===== config.mk =====
export PLATFORM = sky130hd
export DESIGN_NAME = pwm_driver
export DESIGN_NICKNAME = d
export VERILOG_FILES = /design/src/rtl/pwm_driver.sv
export SDC_FILE = /design/constraint.sdc
export NUM_CORES = 1
export LEC_CHECK = 0
export CAP_MARGIN = 20
export CORE_AREA = 3 3 70 138
export CTS_BUF_LIST = sky130_fd_sc_hd__clkbuf_16
export CTS_CLUSTER_SIZE = 14
export DETAILED_ROUTE_END_ITERATION = 6
export DIE_AREA = 0 0 73 141
export HOLD_SLACK_MARGIN = 0.1
export PLACE_DENSITY_LB_ADDON = 0.3
export SYNTH_ARGS = -nofsm -noshare
export SYNTH_HDL_FRONTEND = slang
export SYNTH_SLANG_ARGS = --single-unit

===== constraint.sdc =====
create_clock -name i_clk -period 4.4 [get_ports i_clk]
set_clock_uncertainty 0.1 [all_clocks]
set_input_delay 0.88 -clock i_clk [delete_from_list [all_inputs] [get_ports i_clk]]
set_output_delay 0.88 -clock i_clk [all_outputs]
set_load 0.03 [all_outputs]

===== src/rtl/pwm_driver.sv =====
// ---------------------------------------------------------------------------
// pwm_driver
//
// H-bridge PWM generator driven by a signed fixed-point command.
//
// A command is captured into a shadow register whenever i_cmd_valid is high.
// At each period start the shadow value becomes the active command for that
// period. Its magnitude is clipped to 1.0 (1 << QBITS) and scaled to a duty
// count in clocks. On a direct forward/reverse reversal both legs stay low
// for DEADTIME clocks before the new leg is driven.
//
// Ports
//   i_clk          : sole clock, rising edge
//   i_rst_n        : asynchronous active-low reset
//   i_cmd          : signed drive command, QBITS fractional bits
//   i_cmd_valid    : capture strobe for i_cmd
//   i_enable       : drive enable; low forces both legs off and IDLE
//   o_pwm_a        : forward-leg gate drive
//   o_pwm_b        : reverse-leg gate drive
//   o_dir          : 0 = forward, 1 = reverse for the current period
//   o_sat          : active command of this period was clipped
//   o_period_start : high during the first cycle of every period
// ---------------------------------------------------------------------------
module pwm_driver #(
   parameter int WIDTH    = 16,
   parameter int QBITS    = 8,
   parameter int PERIOD   = 'h100,
   parameter int DEADTIME = 4
) (
   input  logic                    i_clk,
   input  logic                    i_rst_n,
   input  logic signed [WIDTH-1:0] i_cmd,
   input  logic                    i_cmd_valid,
   input  logic                    i_enable,
   output logic                    o_pwm_a,
   output logic                    o_pwm_b,
   output logic                    o_dir,
   output logic                    o_sat,
   output logic                    o_period_start
);

   // Product is wide enough for |cmd| (WIDTH+1 bits) times PERIOD.
   localparam int               PW     = WIDTH + $clog2(PERIOD) + 2;
   localparam logic [WIDTH-1:0] LAST   = WIDTH'(PERIOD - 1);
   localparam logic [WIDTH-1:0] DEAD_W = WIDTH'(DEADTIME);
   localparam logic [WIDTH:0]   FULL   = (WIDTH+1)'(1) << QBITS;

   typedef enum logic [1:0] {
      IDLE = 2'd0,
      FWD  = 2'd1,
      REV  = 2'd2,
      DEAD = 2'd3
   } state_t;

   logic [WIDTH-1:0]        cnt_reg;
   logic [WIDTH-1:0]        cnt_next;
   logic                    first_reg;
   logic signed [WIDTH-1:0] shadow_reg;
   state_t                  state_reg;
   state_t                  state_next;
   state_t                  target_reg;
   state_t                  target_next;
   state_t                  target_new;
   logic [WIDTH-1:0]        duty_reg;
   logic [WIDTH-1:0]        duty_next;
   logic [WIDTH-1:0]        duty_new;
   logic [WIDTH:0]          cmd_ext;
   logic [WIDTH:0]          abs_val;
   logic [WIDTH:0]          mag;
   logic [PW-1:0]           product;
   logic                    sat_new;
   logic                    start;
   logic                    reversal;
   logic                    pwm_a_next;
   logic                    pwm_b_next;

   // Period counter: the first edge out of reset is itself a period start,
   // so the counter sits at 0 for that edge instead of advancing.
   always_comb begin
      start    = first_reg || (cnt_reg == LAST);
      cnt_next = start ? '0 : cnt_reg + WIDTH'(1);
   end

   // Shadow command -> magnitude, saturation flag, duty and target state.
   // Sign extension by one bit lets -2^(WIDTH-1) negate without overflow.
   always_comb begin
      cmd_ext  = {shadow_reg[WIDTH-1], shadow_reg};
      abs_val  = shadow_reg[WIDTH-1] ? (~cmd_ext + (WIDTH+1)'(1)) : cmd_ext;
      sat_new  = (abs_val > FULL);
      mag      = sat_new ? FULL : abs_val;
      product  = PW'(mag) * PW'(PERIOD);
      duty_new = WIDTH'(product >> QBITS);
      if (duty_new == '0 || shadow_reg == '0) begin
         target_new = IDLE;
      end else if (shadow_reg[WIDTH-1]) begin
         target_new = REV;
      end else begin
         target_new = FWD;
      end
   end

   // Next state. DEAD is only entered at a period start (k = 0) and is left
   // once the counter reaches DEADTIME, so the counter doubles as the
   // dead-time timer.
   always_comb begin
      state_next  = state_reg;
      target_next = target_reg;
      duty_next   = duty_reg;
      reversal    = ((state_reg == FWD) && (target_new == REV)) ||
                    ((state_reg == REV) && (target_new == FWD));
      if (!i_enable) begin
         state_next = IDLE;
      end else if (start) begin
         duty_next   = duty_new;
         target_next = target_new;
         if (DEADTIME != 0 && reversal) begin
            state_next = DEAD;
         end else begin
            state_next = target_new;
         end
      end else if (state_reg == DEAD && cnt_next >= DEAD_W) begin
         state_next = target_reg;
      end
      // Legs are decoded from a single state, so they can never overlap.
      pwm_a_next = (state_next == FWD) && (cnt_next < duty_next);
      pwm_b_next = (state_next == REV) && (cnt_next < duty_next);
   end

   always_ff @(posedge i_clk or negedge i_rst_n) begin
      if (!i_rst_n) begin
         first_reg      <= 1'b1;
         cnt_reg        <= '0;
         shadow_reg     <= '0;
         state_reg      <= IDLE;
         target_reg     <= IDLE;
         duty_reg       <= '0;
         o_pwm_a        <= 1'b0;
         o_pwm_b        <= 1'b0;
         o_dir          <= 1'b0;
         o_sat          <= 1'b0;
         o_period_start <= 1'b0;
      end else begin
         first_reg      <= 1'b0;
         cnt_reg        <= cnt_next;
         // Captured value is only seen by the next start edge, so a capture
         // coinciding with a start is deferred by one period.
         if (i_cmd_valid) begin
            shadow_reg <= i_cmd;
         end
         state_reg      <= state_next;
         target_reg     <= target_next;
         duty_reg       <= duty_next;
         o_pwm_a        <= pwm_a_next;
         o_pwm_b        <= pwm_b_next;
         o_period_start <= start;
         if (start) begin
            o_sat <= sat_new;
         end
         // Direction follows only a real drive target; IDLE keeps the last one.
         if (start && i_enable && target_new != IDLE) begin
            o_dir <= (target_new == REV);
         end
      end
   end

endmodule


==> impl_results.md <==
- Status: finished, final reports clean
- Net Count, Synth: 407
- Syn Area/Cell: 9.617 um2
- Post-synthesis cell area: 3558 um2
- Rel. slew slack: 0.5035
- Min Tclk post-route: 4.196 ns
- Core area: 8708 um2
- Setup violations, final: 0
- Finished Layout Cells: 503
- Utilization after layout: 0.4899
- Longest Clk Path Bufs: 2
- DRT iter0 DRCs: 66
- Seq/Total Area, Yosys: 0.4082
- Cells after Synth: 370
- Cell count after placement: 485
- Hold Path Stages: 2
- Clock Pin Slew Worst Setup and Hold Paths: 0.05 ns
- Crit path kind: reg -> reg
- Crit share post-route: 0.9536
- Fin Hold WS: 0.3596 ns
- Worst R2R Path Depth: 16
- Max_cap viols: 0
- CTS tree: yes
- Worst EP arrival: 4.33 ns
- TritonCTS Buffers: 9
- Worst VDD drop: 0.0002540 V
- Total GRT Usage: 0.1776
- Drt wl/cell: 16.90 um
- First-pass iteration count of the detailed router: 6
- Setup ws final: 0.2042 ns
- Number of global-route vias before repair: 3019
- Power Dens Cells: 347.9 nW/um2
- Ant. Diodes: 0
- R2R setup slack: 0.20 ns
- Global-route wire length before repair: 14170 um
- Pre-CTS WS: 0.1546 ns
- Async SR Flop Fraction: 1.000
- Die boundary height: 141 um
- Die area: 10290 um2
- Post-synth EDFFs: 0
- CTS Sinks: 58
- Starting density of the core: 0.4086
- Detailed Route WL: 8503 um
- Row count: 48
- Routability cong.: 0.8485
- Worst hold path type: reg -> reg
- Crit. End Element: register
- Largest net degree at the start of global routing: 32
- DPL Wire Length: 6571 um
- Synth warn: 0
- LEAKAGE: 1.861 nW
- Hold violation count in the final report: 0
- Top_reg_cell synth: dfrtp_1
- Total gr overflow: 0
- Yosys reg bits: 58
- DRT antenna net count: 0
- Layout Nets: 435
- Hold-fix buffers, CTS: 0
- Fmax: 238.3 MHz
- Vias per inst: 5.736
- CP Data Required Time: 4.53 ns
- DR vias: 2885
- Yosys cell types: 65
- Crit start category: register
- Die Span X: 73 um
- Post-synth top area cell: dfrtp_1
- Largest cells by area after synthesis: dfrtp_1 40%, ha_1 6.0%, mux2_2 4.4%
- I/O pins: 25
- Worst-skew pair later-pin latency: 0.32 ns
- Initial antenna violation count: 0
- Area Overhead vs Synth: 19.90%
- Top cell type's share of synthesized area: 0.4008
- CTS H-tree depth: 3
- Measured slew at the worst slew-check pin: 0.7425 ns
- Max Slew Vio Count: 0
- Ratio of cells with drive above 1 in the final layout: 0.1737
- Port buffer count: 24
- Root Buffer: clkbuf_16
- Remaining DRCs: 0
- Max FO, Critical Path: 9
kinds of logic (layout without fill, tap and decap cells):
logic type	count (synthesis)	count (layout)	share of synthesized area
other	1	1	0.001054
AND/OR/NAND/NOR	142	142	0.2201
adder cells (fa/ha/maj)	17	17	0.05977
multiplexers	17	17	0.05274
XOR/XNOR	26	26	0.06399
flip-flops	58	58	0.4082
buffers and inverters	36	69	0.04395
AO/OA/AOI/OAI	73	73	0.1501
stage by stage:
step / power, mW / instance area [um2] / setup TNS [ns]
CTS: 1.497 / 4192 / 0
floorplan: 0.7426 / 3558 / 0
global placement: 0.8183 / 3905 / 0
global route: 1.552 / 4267 / -0.005308
finish: 1.484 / 4267 / 0
detailed placement: 0.8238 / 3905 / 0
metal layers:
metal | global-route usage | vias to the layer above | wire, um
met4 | 0.1226 | 0 | 462
met3 | 0.03426 | 29 | 219
met1 | 0.1680 | 1413 | 3015
met5 | 0 | - | 0
met2 | 0.3250 | 50 | 4806
li1 | - | 1393 | -
cell type report:
cell class,instances,area (um2)
Clock buffer,9,225.2
Clock inverter,7,61.31
Fill cell,786,4442
Inverter,16,60.06
Multi-Input combinational cell,276,2008
Sequential cell,58,1454
Tap cell,100,125.1
Timing Repair Buffer,37,332.8
worst max-delay path: stages (launching register included):
cell      delay, ns
dfrtp_2        0.44
inv_2          0.09
ha_4           0.17
or4b_4         0.50
o21ai_4        0.16
xnor2_1        0.12
o41ai_2        0.43
nand3_2        0.14
or2_4          0.31
o21a_1         0.20
ha_1           0.30
a21o_1         0.17
a21o_1         0.18
a21oi_2        0.15
o221ai_1       0.13
a311o_1        0.32
nor3b_1        0.19
power breakdown:
part	internal [mW]	leakage, nW	switching, mW	total [mW]
clock network	0.430	0.146	0.228	0.659
logic	0.104	0.967	0.127	0.231
registers	0.562	0.748	0.0321	0.594
total	1.10	1.86	0.388	1.48
layout by cell type, fill, tap and decap left out, types with 4 or more instances in the layout:
cell type	synthesis	final
nand2_1	32	32
buf_4	0	13
inv_1	15	14
clkinv_2	0	4
nor2_1	26	26
o21ai_1	9	8
nor2b_1	9	9
o21ai_0	11	11
nand2b_1	4	4
clkdlybuf4s50_1	0	23
clkbuf_16	0	9
nor3_1	8	7
o211ai_1	4	4
mux2_2	14	14
dfrtp_1	57	56
nand3_1	14	13
a21oi_1	9	8
xor2_1	14	14
nand4_1	10	10
xnor2_1	12	12
o21a_1	7	7
a21o_1	6	6
ha_1	17	16
or3_1	8	8
nor4_1	6	5
synth_stat cells (3+ instances only):
cell type and n:
dfrtp_1 57, nand2_1 32, nor2_1 26, ha_1 17
inv_1 15, mux2_2 14, nand3_1 14, xor2_1 14
clkbuf_1 12, xnor2_1 12, o21ai_0 11, nand4_1 10
a21oi_1 9, nor2b_1 9, o21ai_1 9, nor3_1 8
or3_1 8, o21a_1 7, a21o_1 6, nor4_1 6
buf_2 5, nand2b_1 4, o211ai_1 4, a211o_1 3
a41oi_1 3, and4_1 3, mux2i_1 3, nand3b_1 3
or2_2 3
worst paths after layout:
check                                 to           from
min reg2reg                  duty_reg[0]    duty_reg[0]
max in group asynchronous  target_reg[1]        i_rst_n
max reg2reg                      o_pwm_b  shadow_reg[1]
min                          duty_reg[0]    duty_reg[0]
min in group asynchronous  shadow_reg[4]        i_rst_n
max                              o_pwm_b  shadow_reg[1]
what timing repair did:
action | CTS | global route
endpoints found under the setup margin | 0 | 2
resized for setup | 0 | 14
buffers inserted | 0 | 2
hold endpoints to repair | 0 | 0
No activity file was read; power rests on OpenSTA's default activity.
